## src/rtl/count_ctrl_pkg.sv

```systemverilog
// Shared types and default widths for the count_ctrl slice.
// State encoding is visible on the count_ctrl state port, so it must stay fixed.
package count_ctrl_pkg;

    typedef enum logic [1:0] {
        ST_IDLE  = 2'b00,
        ST_RUN   = 2'b01,
        ST_PAUSE = 2'b10,
        ST_DONE  = 2'b11
    } state_t;

    localparam int CNT_W_DEFAULT = 8;
    localparam int DIV_W_DEFAULT = 26;

endpackage

```

## src/rtl/rate_divider.sv

```systemverilog
// Reloadable down-counting rate divider producing a one-cycle tick every DIV_VALUE+1 run cycles.
// The divider holds its value whenever run is low, so a pause resumes mid-period.
module rate_divider
    import count_ctrl_pkg::*;
#(
    parameter int DIV_W     = DIV_W_DEFAULT,
    parameter int DIV_VALUE = 49_999_999
) (
    input  logic clock,
    input  logic resetn,
    input  logic run,
    input  logic load,
    output logic tick
);

    localparam logic [DIV_W-1:0] RELOAD = DIV_W'(DIV_VALUE);

    logic [DIV_W-1:0] div_q;

    always_ff @(posedge clock) begin
        if (!resetn || load) begin
            div_q <= RELOAD;
        end else if (run) begin
            div_q <= (div_q == '0) ? RELOAD : div_q - 1'b1;
        end
    end

    // A load (abort or restart) on the same edge suppresses the tick.
    assign tick = resetn && run && !load && (div_q == '0);

endmodule

```

## src/rtl/count_ctrl.sv

```systemverilog
// Start/pause/clear controlled tick counter with optional terminal count.
// Define COUNT_CTRL_DOWN_EN to add the dir input and down-counting mode.
module count_ctrl
    import count_ctrl_pkg::*;
#(
    parameter int CNT_W     = CNT_W_DEFAULT,
    parameter int DIV_W     = DIV_W_DEFAULT,
    parameter int DIV_VALUE = 49_999_999
) (
    input  logic             clock,
    input  logic             resetn,
    input  logic             start,
    input  logic             pause,
    input  logic             clear,
    input  logic [CNT_W-1:0] limit,
`ifdef COUNT_CTRL_DOWN_EN
    input  logic             dir,
`endif
    output logic [CNT_W-1:0] count,
    output logic             tick,
    output logic             busy,
    output logic             done,
    output logic [1:0]       state
);

    state_t           state_q;
    state_t           state_n;
    logic [CNT_W-1:0] count_q;
    logic [CNT_W-1:0] count_n;
    logic [CNT_W-1:0] count_inc;
    logic [CNT_W-1:0] count_dec;
    logic             start_req;
    logic             div_run;
    logic             div_load;
    logic             div_tick;

    assign start_req = start && ((state_q == ST_IDLE) || (state_q == ST_DONE));
    assign div_run   = (state_q == ST_RUN) && !pause;
    assign div_load  = clear || start_req;
    assign count_inc = count_q + 1'b1;
    assign count_dec = count_q - 1'b1;

    rate_divider #(
        .DIV_W     (DIV_W),
        .DIV_VALUE (DIV_VALUE)
    ) u_rate_divider (
        .clock  (clock),
        .resetn (resetn),
        .run    (div_run),
        .load   (div_load),
        .tick   (div_tick)
    );

`ifdef COUNT_CTRL_DOWN_EN
    logic dir_q;

    always_ff @(posedge clock) begin
        if (!resetn) begin
            dir_q <= 1'b0;
        end else if (!clear && start_req) begin
            dir_q <= dir;
        end
    end
`endif

    always_ff @(posedge clock) begin
        if (!resetn) begin
            state_q <= ST_IDLE;
            count_q <= '0;
        end else begin
            state_q <= state_n;
            count_q <= count_n;
        end
    end

    always_comb begin
        state_n = state_q;
        count_n = count_q;
        if (clear) begin
            state_n = ST_IDLE;
            count_n = '0;
        end else begin
            case (state_q)
                ST_IDLE, ST_DONE: begin
                    if (start) begin
                        state_n = ST_RUN;
                        count_n = '0;
`ifdef COUNT_CTRL_DOWN_EN
                        if (dir) count_n = limit;
`endif
                    end
                end
                ST_RUN: begin
                    if (pause) begin
                        state_n = ST_PAUSE;
                    end else if (div_tick) begin
`ifdef COUNT_CTRL_DOWN_EN
                        if (dir_q) begin
                            count_n = count_dec;
                            if ((limit != '0) && (count_dec == '0)) state_n = ST_DONE;
                        end else begin
                            count_n = count_inc;
                            if ((limit != '0) && (count_inc == limit)) state_n = ST_DONE;
                        end
`else
                        count_n = count_inc;
                        if ((limit != '0) && (count_inc == limit)) state_n = ST_DONE;
`endif
                    end
                end
                ST_PAUSE: begin
                    if (!pause) state_n = ST_RUN;
                end
                default: state_n = ST_IDLE;
            endcase
        end
    end

`ifndef COUNT_CTRL_DOWN_EN
    // Decrement path is only consumed by the down-counting build.
    logic unused_dec;
    assign unused_dec = ^count_dec;
`endif

    assign count = count_q;
    assign tick  = div_tick;
    assign busy  = (state_q == ST_RUN) || (state_q == ST_PAUSE);
    assign done  = (state_q == ST_DONE);
    assign state = state_q;

endmodule
```

## config.mk

```make
export PLATFORM = sky130hd
export DESIGN_NAME = count_ctrl
export DESIGN_NICKNAME = d
export VERILOG_FILES = /design/src/rtl/count_ctrl_pkg.sv /design/src/rtl/rate_divider.sv /design/src/rtl/count_ctrl.sv
export SDC_FILE = /design/constraint.sdc
export NUM_CORES = 1
export LEC_CHECK = 0
export BUFFER_PORTS_ARGS = -buffer_cell sky130_fd_sc_hd__buf_2
export CAP_MARGIN = 30
export CORE_MARGIN = 5
export CORE_UTILIZATION = 40
export CTS_CLUSTER_DIAMETER = 120
export CTS_CLUSTER_SIZE = 14
export DETAILED_ROUTE_END_ITERATION = 10
export SYNTH_ARGS = -nofsm -noshare
export SYNTH_HDL_FRONTEND = slang
export SYNTH_HIERARCHICAL = 1
export SYNTH_SLANG_ARGS = --single-unit
```

## constraint.sdc

```tcl
create_clock -name clock -period 5.13 [get_ports clock]
set_clock_uncertainty 0.05 [all_clocks]
set_input_delay 1.026 -clock clock [delete_from_list [all_inputs] [get_ports clock]]
set_output_delay 1.026 -clock clock [all_outputs]
set_load 0.01 [all_outputs]
```

# Yosys cells after proc, flatten, opt, wreduce, memory -nomap -nowiden

Index checks and enable logic that the tools add are counted.

Register bits after elaboration: 36
Input port bits: 13

Reduce and logical (&&, ||, !) cells: 21
Mux-type cells: 11
Bitwise gates (word level): 1
Equality and inequality tests: 10
Add/sub/neg operators: 2

Operators with widths:

| kind                                                                  | number |
|---|---|
| 26-bit zero test                                                      | 1 |
| 26-bit two-way mux                                                    | 1 |
| 26-bit by 1-bit subtractor with 26-bit output (second input constant) | 1 |
| 8-bit two-way mux                                                     | 3 |
| 8-bit one-hot mux with 2 select lines                                 | 1 |
| 2-bit two-way mux                                                     | 5 |
| 8-bit by 1-bit adder with 8-bit output (second input constant)        | 1 |
| 8-bit == test                                                         | 1 |
| 2-bit != test (second input constant)                                 | 4 |
| 4-bit AND reduction                                                   | 2 |
| 8-bit nonzero test                                                    | 1 |
| 1-bit logical AND                                                     | 6 |
| 3-bit != test (second input constant)                                 | 2 |
| 2-bit one-hot mux with 3 select lines                                 | 1 |
| 2-bit == test (second input constant)                                 | 2 |
| 1-bit logical OR                                                      | 4 |
| 2-bit OR reduction                                                    | 2 |
| 1-bit zero test                                                       | 3 |
| 2-bit by 1-bit == test with 1-bit output (second input constant)      | 1 |
| 2-bit zero test                                                       | 1 |
| 2-bit nonzero test                                                    | 1 |
| 1-bit inverter                                                        | 1 |

# Logic depth before layout (Yosys ltp)

Gate-level depths: netlist of run 1.

Depth after elaboration: 10
Mapped depth: 12

# By module

Netlist of run 1, hierarchy kept.

By module, submodules not included:

| module       | times used | seq. area each (um2) | cells each | area each (um2) |
|---|---|---|---|---|
| rate_divider | 1          | 520.5                | 140        | 1256.2 |
| count_ctrl   | 1          | 200.2                | 107        | 859.6 |

# Least setup slack after synthesis of run 1

Ideal clock, no wire load.

Path kind: input to output
From: input port pause
To: output port tick
Arrival time: 2812 ps
Stages on the path: 5
Setup slack: 1242 ps
Required time: 4054 ps
Cells stage by stage: nor2b_1 nand4bb_1 or4_4 buf_6 nor4_1

Cells in the longest elaborated chain, start to end: 5

Ends and longest elaborated chain:

| element                        | line               | RTL |
|---|---|---|
| start, declared                | count_ctrl.sv:13   | `input logic pause,` |
| 1-bit zero test                | -                  |  |
| 1-bit logical AND              | count_ctrl.sv:38   | `assign div_run = (state_q == ST_RUN) && !pause;` |
| 1-bit logical AND (3 in a row) | rate_divider.sv:29 | `assign tick = resetn && run && !load && (div_q == '0);` |
| end, declared                  | count_ctrl.sv:20   | `output logic tick,` |

No other way between the ends.

# Worst setup path in the final report of run 1

From: input port pause
To: output port tick

Cells in the longest elaborated chain, start to end: 5

Ends and longest elaborated chain:

| element                        | line               | RTL |
|---|---|---|
| 1-bit zero test                | -                  |  |
| 1-bit logical AND              | count_ctrl.sv:38   |  |
| named net div_run              | count_ctrl.sv:33   | `logic div_run;` |
| 1-bit logical AND (3 in a row) | rate_divider.sv:29 |  |

The timed path passes the listed nets, and every way through them passes these cells.

==> summary.md, run 1 <==
| Metric | Value |
|---|---|
| Final HPWL DP | 3.332 mm |
| Worst reg2reg startpoint | state[0]$_SDFFE_PP0P_ |
| Die outline width | ~83 µm |
| Crit-path max FO | 9 |
| Post-CTS setup buffer count | 0 |
| Worst EP arrival | roughly 2.9 ns |
| Cell Pwr Density | between 200 and 250 nW/µm² |
| Synth area leader | dfxtp_1 |
| Yosys cell types | 54 |
| Unrepaired setup endpoints after global routing | false |
| Reg2reg path depth | 9 |
| Async SR Flop Fraction | 0% |
| GRT Util Overall | around 15% |
| Die height | a little over 80 µm |
| Number of buffers added by the clock tree synthesis step | 5 |
| TritonCTS clock tree | built |
| Sw Pwr | 0.1233 mW |
| Number of synthesized flops with an enable pin | 0 |
| Worst Hold Path Cells | 2 |
| WP buf/inv | 3 |
| Relative slew slack | between 40 and 50% |
| DRC | 0 |
| Period utilisation layout | 78.36% |
| Area grow syn2layout | 11.53% |
| Global-route wire length before repair | around 7.9 mm |
| Critical path depth | 7 |
| First DRT Iteration DRCs | 48 |
| Sw frac | about a quarter |
| VDD IR-drop max | 0.1424 mV |
| Final ANT Viol Nets | 0 |
| Yosys top cell area share | around 34% |
| Seq/Total Area, Yosys | about 34% |
| Total gr overflow | 0 |
| Endpoints failing hold | 0 |
| # diodes | 0 |
| Fin area | 2360 µm² |
| Max incr delay on CP | between 0.5 and 0.6 ns |
| Row Count | 26 |
| Vias per inst | ~5.4 |
| Starting density of the core | between 40% and 50% |
| Syn Std Cell Area | ~2100 µm² |
| Type of the worst setup path | primary input to primary output |
| CP Launch Point | pause |
| Vias in the first global route | ~1800 |
| Clock power frac | between 30% and 40% |
| Max_cap viols | 0 |
| Fill cell count | between 500 and 600 |
| Cts hold-fix bufs | 0 |
| Setup violations, final | 0 |
| Htree depth | 2 |
| Crit path time final | between 4 and 5 ns |
| Synth Register Bits | 36 |
| Root Driver | clkbuf_8 |
| Layout cell share with drive strength beyond 1 | about a fifth |
| Cells after Synth | between 200 and 250 |
| Yosys Warn Count | 6 |
| Pre-CTS WS | ~1.1 ns |
| Post-Route WL | roughly 4.5 mm |
| Main synth FF type | dfxtp_1 |
| TNS Setup | 0 ns |
| Worst Hold Class | flip-flop to flip-flop |
| Port bufs | 25 |
| Flop pwr share | a little under three fifths |
| Routability cong. | between 0.7 and 0.8 |
| Internal | just under 0.4 mW |
| Worst Setup Start Kind | primary input |
| Fin worst setup slack | about 1.1 ns |
| Comb pwr share | between 7 and 8% |
| CTS clock-pin slew for the worst setup and hold paths | roughly 0.070 ns |
| Initial antenna violation count | 0 |
| Slew @ Worst Pin | between 0.7 and 0.8 ns |
| Crit path max-delay family | simple AND/OR/NAND/NOR gates |
| Worst setup path endpoint | tick |
| IO Count | 26 |
| Drt wl/cell | roughly 13 µm |
| Slew Limit Fails | 0 |
| Top post-synthesis cells by area | dfxtp_1 34%, xor2_1 5.0%, nand3_1 4.0% |
| Critical-path cell list | buf_2 -> nor2b_1 -> buf_4 -> nand4bb_1 -> or4_4 -> nor4_1 -> buf_2 |
| Drt first pass iters | 4 |
| Max Clock Freq | ~250 MHz |
| Status | completed |
| Largest net degree at the start of global routing | 15 |
| R2R setup slack | between 1.5 and 2 ns |
| Critical path's most frequent cell | buf_2 |
| Via Count | around 1900 |
| Post-Syn Nets | 265 |
| Core area | 5107 µm² |
| CTS-repair resized insts | 0 |
| Total leakage power | roughly 0.84 nW |
| Clock tree sinks | 36 |
| Final #Nets | a little under 300 |
| Endpoint class of the critical path | primary output |
| Reg2reg end | count[7]$_SDFFE_PP0P_ |
| Die area | between 6000 and 7000 µm² |
| Post-Syn Area per Cell | around 8.6 µm² |
| Dpl cell area | about 2300 µm² |
| Slowest-stage cell, CP | or4_4 |
| Longest Clk Path Bufs | 2 |
| Worst-skew pair later-pin latency | ~0.28 ns |
| WP data required | 4.05 ns |
-- flip-flops by register name (all words and copies together) (netlist names) --
signal                cells
count                     8
state                     2
u_rate_divider/div_q     26
-- worst register-to-register path: cells and delay by family, from the launching register on --
family / cells / cell delay (ns)
buffers and inverters: 1 / 0.17
AND/OR/NAND/NOR: 6 / 2.54
flip-flops: 1 / 0.40
adder cells (fa/ha/maj): 1 / 0.24
AO/OA/AOI/OAI: 1 / 0.14
-- final cells by class --
class	count	area, µm²	area share (%)
tap	70	87.58	3.712
timing repair buffer	26	132.6	5.620
clock inverter	2	12.51	0.5302
inverter	6	22.52	0.9544
sequential	36	720.7	30.54
clock buffer	5	68.82	2.916
multi-input combinational	197	1315	55.73
-- metrics by stage --
step                total power [mW]  hold slack [ns]  util, %  instances
CTS                           0.5184           0.4357    46.20        342
detailed placement            0.3258           0.4236    44.61        335
floorplan                     0.3119           0.4015        -        247
global route                  0.5358           0.4603    46.20        342
global placement              0.3256           0.4241    44.61        335
finish                        0.5106           0.4369    46.20        342
-- cell families after synthesis --
family                   Yosys count  share of synthesized area [%]
AND/OR/NAND/NOR                  124                          35.01
AO/OA/AOI/OAI                     51                          16.26
flip-flops                        36                          34.06
XOR/XNOR                          17                          7.924
buffers and inverters             14                          3.784
adder cells (fa/ha/maj)            5                          2.957
-- layer usage --
layer  routed length (µm)  GRT usage [%]  vias up
met5                    0              0        -
met4                   47          4.739        0
met3                  141          3.905        5
met2                 2061          24.20       22
met1                 2207          19.05      852
li1                     -              -      971
-- cells in the final DEF, fill, tap and decap left out, types with 2 or more instances in the layout --
cell type and n:
nand4_1 3, or4_4 4, o21ai_0 17, a21o_1 2, or3_1 13, nor2_1 22, or4_2 2, buf_2 25
and3_2 2, nand2_1 16, a21oi_1 13, nor3_1 7, inv_1 6, xor2_1 12, nor2b_1 2, nand2b_1 4
dfxtp_1 36, nand4b_1 2, clkbuf_8 5, and3b_1 2, ha_1 5, a31oi_1 3, nand3_1 17, or4_1 10
nor4_1 3, and3_1 2, xnor2_1 4, o31ai_1 6
-- cells in the mapped netlist (2+ instances only) --
library cell	count
ha_1	5
nand3_1	17
nor2_1	22
buf_4	3
a21o_1	2
inv_1	6
nor4_1	3
and3_2	2
o31ai_1	6
or4_4	4
o21ai_0	17
or3_1	13
nor3_1	7
a31oi_1	3
clkbuf_1	2
and3b_1	2
and3_1	2
or4_1	10
nand4b_1	2
nand2b_1	4
or4_2	2
nand4_1	3
xnor2_1	4
a21oi_1	13
nor2b_1	2
dfxtp_1	36
xor2_1	12
buf_6	2
nand2_1	16
-- worst min-delay path by stage --
| stage | slack, ns | from | end |
|---|---|---|---|
| after detailed placement | 0.42 | u_rate_divider/div_q[24]$_SDFFE_PP0P_ | u_rate_divider/div_q[24]$_SDFFE_PP0P_ |
| after CTS | 0.44 | u_rate_divider/div_q[24]$_SDFFE_PP0P_ | u_rate_divider/div_q[24]$_SDFFE_PP0P_ |
| after global routing | 0.46 | u_rate_divider/div_q[24]$_SDFFE_PP0P_ | u_rate_divider/div_q[24]$_SDFFE_PP0P_ |
| final | 0.44 | u_rate_divider/div_q[24]$_SDFFE_PP0P_ | u_rate_divider/div_q[24]$_SDFFE_PP0P_ |
| after global placement | 0.42 | u_rate_divider/div_q[24]$_SDFFE_PP0P_ | u_rate_divider/div_q[24]$_SDFFE_PP0P_ |
| after floorplan | 0.40 | u_rate_divider/div_q[24]$_SDFFE_PP0P_ | u_rate_divider/div_q[24]$_SDFFE_PP0P_ |
-- power by group through the flow --
stage	Sequential, mW	Combinational (mW)	Clock [mW]
floorplan	0.288	0.0240	0
global placement	0.288	0.0380	0
detailed placement	0.288	0.0382	0
CTS	0.281	0.0383	0.199
global route	0.281	0.0421	0.212
finish	0.281	0.0380	0.191
Power figures use the tool's default switching activity.
==> inputs of run 2 (changes only) <==
--- a/config.mk
+++ b/config.mk
@@ -5,6 +5,7 @@
 export SDC_FILE = /design/constraint.sdc
 export NUM_CORES = 1
 export LEC_CHECK = 0
+export ABC_AREA = 1
 export BUFFER_PORTS_ARGS = -buffer_cell sky130_fd_sc_hd__buf_2
 export CAP_MARGIN = 30
 export CORE_MARGIN = 5
==> constraint.sdc (replaced) <==
create_clock -name clock -period 3.6 [get_ports clock]
set_clock_uncertainty 0.05 [all_clocks]
set_input_delay 0.72 -clock clock [delete_from_list [all_inputs] [get_ports clock]]
set_output_delay 0.72 -clock clock [all_outputs]
set_load 0.01 [all_outputs]
==> run 2 against run 1 <==
  * Final cell count grew 40%
  * Sequential power grew 43%
  * Sequential cell count is the same
  * Count of clock-buffer cells in the layout grew 1
  * Core utilization shrank 0.095 points
  * Clock power grew 81%
  * Design area grew 14%
  * Critical path depth grew 2
  * Synthesized area grew 13%
  * Worst setup slack lost 0.50 ns
  * Power grew 59%
  * Sequential share of layout area shrank 3.8 points
==> summary.md, run 2 <==
| Metric | Value |
|---|---|
| Status | completed |
| Largest register FFs | 26 |
| Yosys Warn Count | 6 |
| Worst-skew pair later-pin latency | 0.29 ns |
| Slew Limit Fails | 0 |
| DRC | 0 |
| Cell Pwr Density | between 300 and 400 nW/µm² |
| Crit path time final | between 2 and 3 ns |
| Endpoint class of the critical path | primary output |
| Hold path startpoint | u_rate_divider/div_q[0]$_SDFFE_PP1P_ |
| Die outline width | between 80 and 90 µm |
| Post-CTS setup buffer count | 0 |
| Seq/Total Area, Yosys | 30.27% |
| GRT Util Overall | ~16% |
| Layout cell share with drive strength beyond 1 | about 17% |
| WP data required | 2.83 ns |
| Setup violations, final | 0 |
| Final HPWL DP | around 4.3 mm |
| Largest Register | u_rate_divider/div_q |
| Fill cell count | between 600 and 700 |
| Longest Clk Path Bufs | 2 |
| Period utilisation layout | between 80% and 90% |
| Slew @ Worst Pin | 0.4861 ns |
| CTS clock-pin slew for the worst setup and hold paths | ~0.070 ns |
| Endpoints failing hold | 0 |
| Syn Std Cell Area | roughly 2400 µm² |
| Yosys cell types | 30 |
| Reg2reg path depth | 13 |
| Worst reg2reg startpoint | state[1]$_SDFFE_PP0P_ |
| Hold EP | u_rate_divider/div_q[0]$_SDFFE_PP1P_ |
| DP Cell Count | between 400 and 500 |
| Dpl cell area | between 2000 and 3000 µm² |
| Root Driver | clkbuf_8 |
| Worst EP arrival | about 2.2 ns |
| Worst Hold Class | flip-flop to flip-flop |
| Type of the worst setup path | flip-flop to primary output |
| TritonCTS clock tree | built |
| Area grow syn2layout | 13.29% |
| Post-Syn Nets | 392 |
| Unrepaired setup endpoints after global routing | false |
| Htree depth | 2 |
| Non-Filler Instances | between 400 and 500 |
| Cell with the most instances after synthesis | nand2_1 |
| Commonest cells after routing, fill and taps aside | 94 x nand2_1, 56 x nor2_1, 53 x inv_1, 36 x dfxtp_1, 33 x nand3_1 |
| Commonest cells post-synth | 94 x nand2_1, 56 x nor2_1, 53 x inv_1 |
| Fin area | between 2000 and 3000 µm² |
| Reg2reg end | count[2]$_SDFFE_PP0P_ |
| Vias per inst | roughly 4.8 |
| Synth Register Bits | 36 |
| TNS Setup | 0 ns |
| Synth area leader | dfxtp_1 |
| Total gr overflow | 0 |
| Die height | about 87 µm |
| Core area | approximately 5900 µm² |
| CTS-repair resized insts | 0 |
| VDD IR-drop max | approximately 0.18 mV |
| Global-route wire length before repair | between 9 and 10 mm |
| Fin worst setup slack | 0.6096 ns |
| Vias in the first global route | between 2000 and 2500 |
| Clock tree sinks | 36 |
| Row Count | 28 |
| Top post-synthesis cells by area | dfxtp_1 30%, nand2_1 15%, nor2_1 8.8% |
| First DRT Iteration DRCs | 107 |
| Most common cell after layout, fill and taps aside | nand2_1 |
| Relative slew slack | approximately two thirds |
| Yosys top cell area share | a little under a third |
| Final core utilization | a little under half |
| Drt first pass iters | 4 |
| Final #Nets | around 420 |
| Post-Syn Area per Cell | around 6.4 µm² |
| Main synth FF type | dfxtp_1 |
| Max Clock Freq | about 330 MHz |
| Largest net degree at the start of global routing | 14 |
| Crit-path max FO | 7 |
| Cts hold-fix bufs | 0 |
| # diodes | 0 |
| Port bufs | 25 |
| Worst Setup Start Kind | flip-flop |
| Via Count | 2289 |
| Async SR Flop Fraction | 0% |
| Number of buffers added by the clock tree synthesis step | 5 |
| Final ANT Viol Nets | 0 |
| Max_cap viols | 0 |
| Die area | 7595 µm² |
| Pre-CTS WS | between 0.7 and 0.8 ns |
| Worst Hold Path Cells | 2 |
| R2R setup slack | between 1 and 1.5 ns |
| Post-Route WL | ~5.5 mm |
| Drt wl/cell | about 11 µm |
| Number of synthesized flops with an enable pin | 0 |
| IO Count | 26 |
| Starting density of the core | between 40% and 50% |
| Total leakage power | 1.258 nW |
| Routability cong. | about 0.84 |
| Cells after Synth | about 370 |
| Initial antenna violation count | 0 |
[run 2: kinds of logic (layout without fill, tap and decap cells)]
logic type / count (synthesis) / in the layout / synth area share, %
flops: 36 / 36 / 30.27
compound gates: 25 / 25 / 6.148
buf+inv: 64 / 95 / 10.88
fa+ha+maj: 5 / 5 / 2.627
xor+xnor: 10 / 10 / 3.679
simple gates: 234 / 234 / 46.40
[run 2: metrics by stage]
step | power [mW] | hold WS, ns
CTS | 0.8223 | 0.4582
floorplan | 0.4520 | 0.4144
finish | 0.8100 | 0.4523
detailed placement | 0.4739 | 0.4430
global route | 0.8494 | 0.4769
global placement | 0.4730 | 0.4323
[run 2: critical path, cell delays in order (launching register included)]
cell	delay, ns
dfxtp_1	0.34
inv_1	0.08
ha_1	0.22
inv_2	0.09
nor2_2	0.12
nand4_2	0.17
nor2_4	0.19
nand4_4	0.20
nor3_1	0.32
buf_2	0.20
[run 2: worst max-delay path by stage]
stage,start,end,slack [ns],cells past startpoint
2_1_floorplan,pause,tick,0.97,6
6_report,state[1]$_SDFFE_PP0P_,tick,0.61,9
3_3_place_gp,pause,tick,0.79,7
4_1_cts,state[1]$_SDFFE_PP0P_,tick,0.58,9
3_5_place_dp,pause,tick,0.76,7
5_1_grt,state[1]$_SDFFE_PP0P_,tick,0.30,9
[run 2: area by class of cell]
class                   instances  area (µm²)  share of cell area, %
multi-input cells             274        1401                  51.95
well taps                      75       93.84                  3.479
repair buffers                 28       147.6                  5.473
clock buffers                   6       72.57                  2.690
inverters                      59       226.5                  8.395
clock inverters                 2       35.03                  1.299
flip-flops and latches         36       720.7                  26.72
[run 2: power breakdown]
group / total, mW / switching [mW] / leakage, nW / internal (mW)
logic: 0.0630 / 0.0402 / 0.912 / 0.0228
clock network: 0.346 / 0.140 / 0.0552 / 0.205
registers: 0.401 / 0.00154 / 0.291 / 0.400
[run 2: per-layer routing]
metal / GRT usage [%] / wire length (µm)
met1: 21.21 / 2609
met2: 24.57 / 2505
met3: 3.217 / 241
met4: 6.137 / 129
met5: 0 / 0
==> inputs of run 3 (changes only) <==
==> constraint.sdc (replaced) <==
create_clock -name clock -period 2.9 [get_ports clock]
set_clock_uncertainty 0.05 [all_clocks]
set_input_delay 0.58 -clock clock [delete_from_list [all_inputs] [get_ports clock]]
set_output_delay 0.58 -clock clock [all_outputs]
set_load 0.01 [all_outputs]
==> run 3 against run 2 <==
  * Routed wire length down 1.9%
  * Sequential power up 24%
  * Power up 16%
  * Non-clock buffer count unchanged
  * Count of clock-buffer cells in the layout up 2
  * Sequential cell count unchanged
  * Critical path type unchanged
  * Largest power group unchanged
  * Highest routed layer unchanged
==> summary.md, run 3 (synthesis gave the netlist of run 2 again) <==
| Metric | Value |
|---|---|
| Status | completed |
| Die outline width | ~87 µm |
| Comb pwr share | between 8 and 9% |
| Dpl cell area | between 2000 and 3000 µm² |
| Vias in the first global route | slightly above 2000 |
| Largest register FFs | 26 |
| Reg2reg end | count[2]$_SDFFE_PP0P_ |
| Drt first pass iters | 5 |
| Number of buffers added by the clock tree synthesis step | 5 |
| Final core utilization | 46.00% |
| Cell Pwr Density | between 300 and 400 nW/µm² |
| Fin worst setup slack | 0.1943 ns |
| CTS clock-pin slew for the worst setup and hold paths | around 0.070 ns |
| Post-CTS setup buffer count | 0 |
| Type of the worst setup path | flip-flop to primary output |
| WP data required | between 2 and 2.5 ns |
| Slew Limit Fails | 0 |
| Max_cap viols | 0 |
| Largest net degree at the start of global routing | 14 |
| Global-route wire length before repair | between 9 and 10 mm |
| Pre-CTS WS | between 0.3 and 0.4 ns |
| Total leakage power | 1.254 nW |
| Worst Hold Path Cells | 2 |
| Die height | between 80 and 90 µm |
| Worst Hold Class | flip-flop to flip-flop |
| Commonest cells after routing, fill and taps aside | 94 x nand2_1, 56 x nor2_1, 53 x inv_1, 36 x dfxtp_1, 33 x nand3_1 |
| Internal | slightly above 0.7 mW |
| Area grow syn2layout | 13.03% |
| Row Count | 28 |
| Period utilisation layout | around 93% |
| Die area | ~7600 µm² |
| Reg2reg path depth | 13 |
| Relative slew slack | around 67% |
| R2R setup slack | roughly 0.5 ns |
| Post-Route WL | 5.381 mm |
| Core area | 5851 µm² |
| Htree depth | 2 |
| Drt wl/cell | around 11 µm |
| Worst reg2reg startpoint | state[1]$_SDFFE_PP0P_ |
| CTS-repair resized insts | 0 |
| TNS Setup | 0 ns |
| Final Power | between 0.9 and 1 mW |
| Via Count | 2267 |
| Initial antenna violation count | 0 |
| Longest Clk Path Bufs | 2 |
| Port bufs | 25 |
| Starting density of the core | between 40% and 50% |
| Largest Register | u_rate_divider/div_q |
| IO Count | 26 |
| Endpoint class of the critical path | primary output |
| Hold EP | u_rate_divider/div_q[22]$_SDFFE_PP1P_ |
| Final HPWL DP | between 4 and 5 mm |
| Worst-skew pair later-pin latency | roughly 0.28 ns |
| Most common cell after layout, fill and taps aside | nand2_1 |
| TritonCTS clock tree | built |
| Endpoints failing hold | 0 |
| Sw frac | between 20% and 30% |
| Hold path startpoint | u_rate_divider/div_q[22]$_SDFFE_PP1P_ |
| Slew @ Worst Pin | 0.4931 ns |
| Total gr overflow | 0 |
| Fin area | around 2700 µm² |
| Flop pwr share | between 50% and 60% |
| Final #Nets | roughly 420 |
| Root Driver | clkbuf_8 |
| GRT Util Overall | 15.14% |
| Layout cell share with drive strength beyond 1 | approximately 17% |
| VDD IR-drop max | 0.2442 mV |
| First DRT Iteration DRCs | about 110 |
| DRC | 0 |
| Cts hold-fix bufs | 0 |
| Vias per inst | 4.723 |
| Crit path time final | approximately 2.7 ns |
| Worst EP arrival | approximately 2.1 ns |
| Clock tree sinks | 36 |
| Clock power frac | between 30% and 40% |
| Setup violations, final | 0 |
| Crit-path max FO | 7 |
| Routability cong. | slightly above 0.8 |
| Sw Pwr | 0.2251 mW |
| Max Clock Freq | roughly 370 MHz |
| Final ANT Viol Nets | 0 |
| # diodes | 0 |
| Worst Setup Start Kind | flip-flop |
## run 3: cell count changes in the layout (fill, tap and decap cells not counted), sizes merged
cell	delta
clkbuf	+2
clkinv	-1
bufinv	-1
## run 3: area by class of cell
| class | count | area, µm² |
|---|---|---|
| Fill cell | 614 | 3159 |
| Multi-Input combinational cell | 274 | 1413 |
| Sequential cell | 36 | 720.7 |
| Inverter | 59 | 226.5 |
| Timing Repair Buffer | 28 | 147.6 |
| Tap cell | 75 | 93.84 |
| Clock buffer | 8 | 90.09 |
## run 3: critical path: stages, from the launching register on
cell and delay (ns):
dfxtp_1 0.34, inv_1 0.08, ha_1 0.22, inv_2 0.09
nor2_2 0.13, nand4_2 0.16, nor2_4 0.19, nand4_4 0.22
nor3_4 0.21, buf_2 0.16
## run 3: metrics by stage
step | hold WS [ns] | cells
final | 0.4511 | 480
after global routing | 0.4714 | 480
after CTS | 0.4538 | 480
after detailed placement | 0.4302 | 472
after global placement | 0.4334 | 472
after floorplan | 0.4144 | 374
## run 3: worst max path at each step
stage / from / endpoint / slack (ns) / cells past startpoint
2_1_floorplan: state[0]$_SDFFE_PP0P_ / count[2]$_SDFFE_PP0P_ / 0.31 / 13
3_3_place_gp: pause / tick / 0.36 / 7
6_report: state[1]$_SDFFE_PP0P_ / tick / 0.19 / 9
3_5_place_dp: pause / tick / 0.33 / 7
4_1_cts: state[1]$_SDFFE_PP0P_ / tick / 0.03 / 9
5_1_grt: state[1]$_SDFFE_PP0P_ / tick / -0.006 / 9
## run 3: power by group through the flow
stage	Combinational, mW	Clock [mW]	Sequential [mW]
after floorplan	0.0508	0	0.510
after global placement	0.0777	0	0.509
after detailed placement	0.0777	0	0.510
after CTS	0.0783	0.379	0.498
after global routing	0.0901	0.399	0.498
final	0.0783	0.367	0.498
## run 3: metal layers
| metal | track usage (%) | share of wire, % |
|---|---|---|
| met5 | 0 | 0 |
| met3 | 2.838 | 4.2 |
| met4 | 2.929 | 0.46 |
| met1 | 21.15 | 49 |
| met2 | 24.43 | 46 |
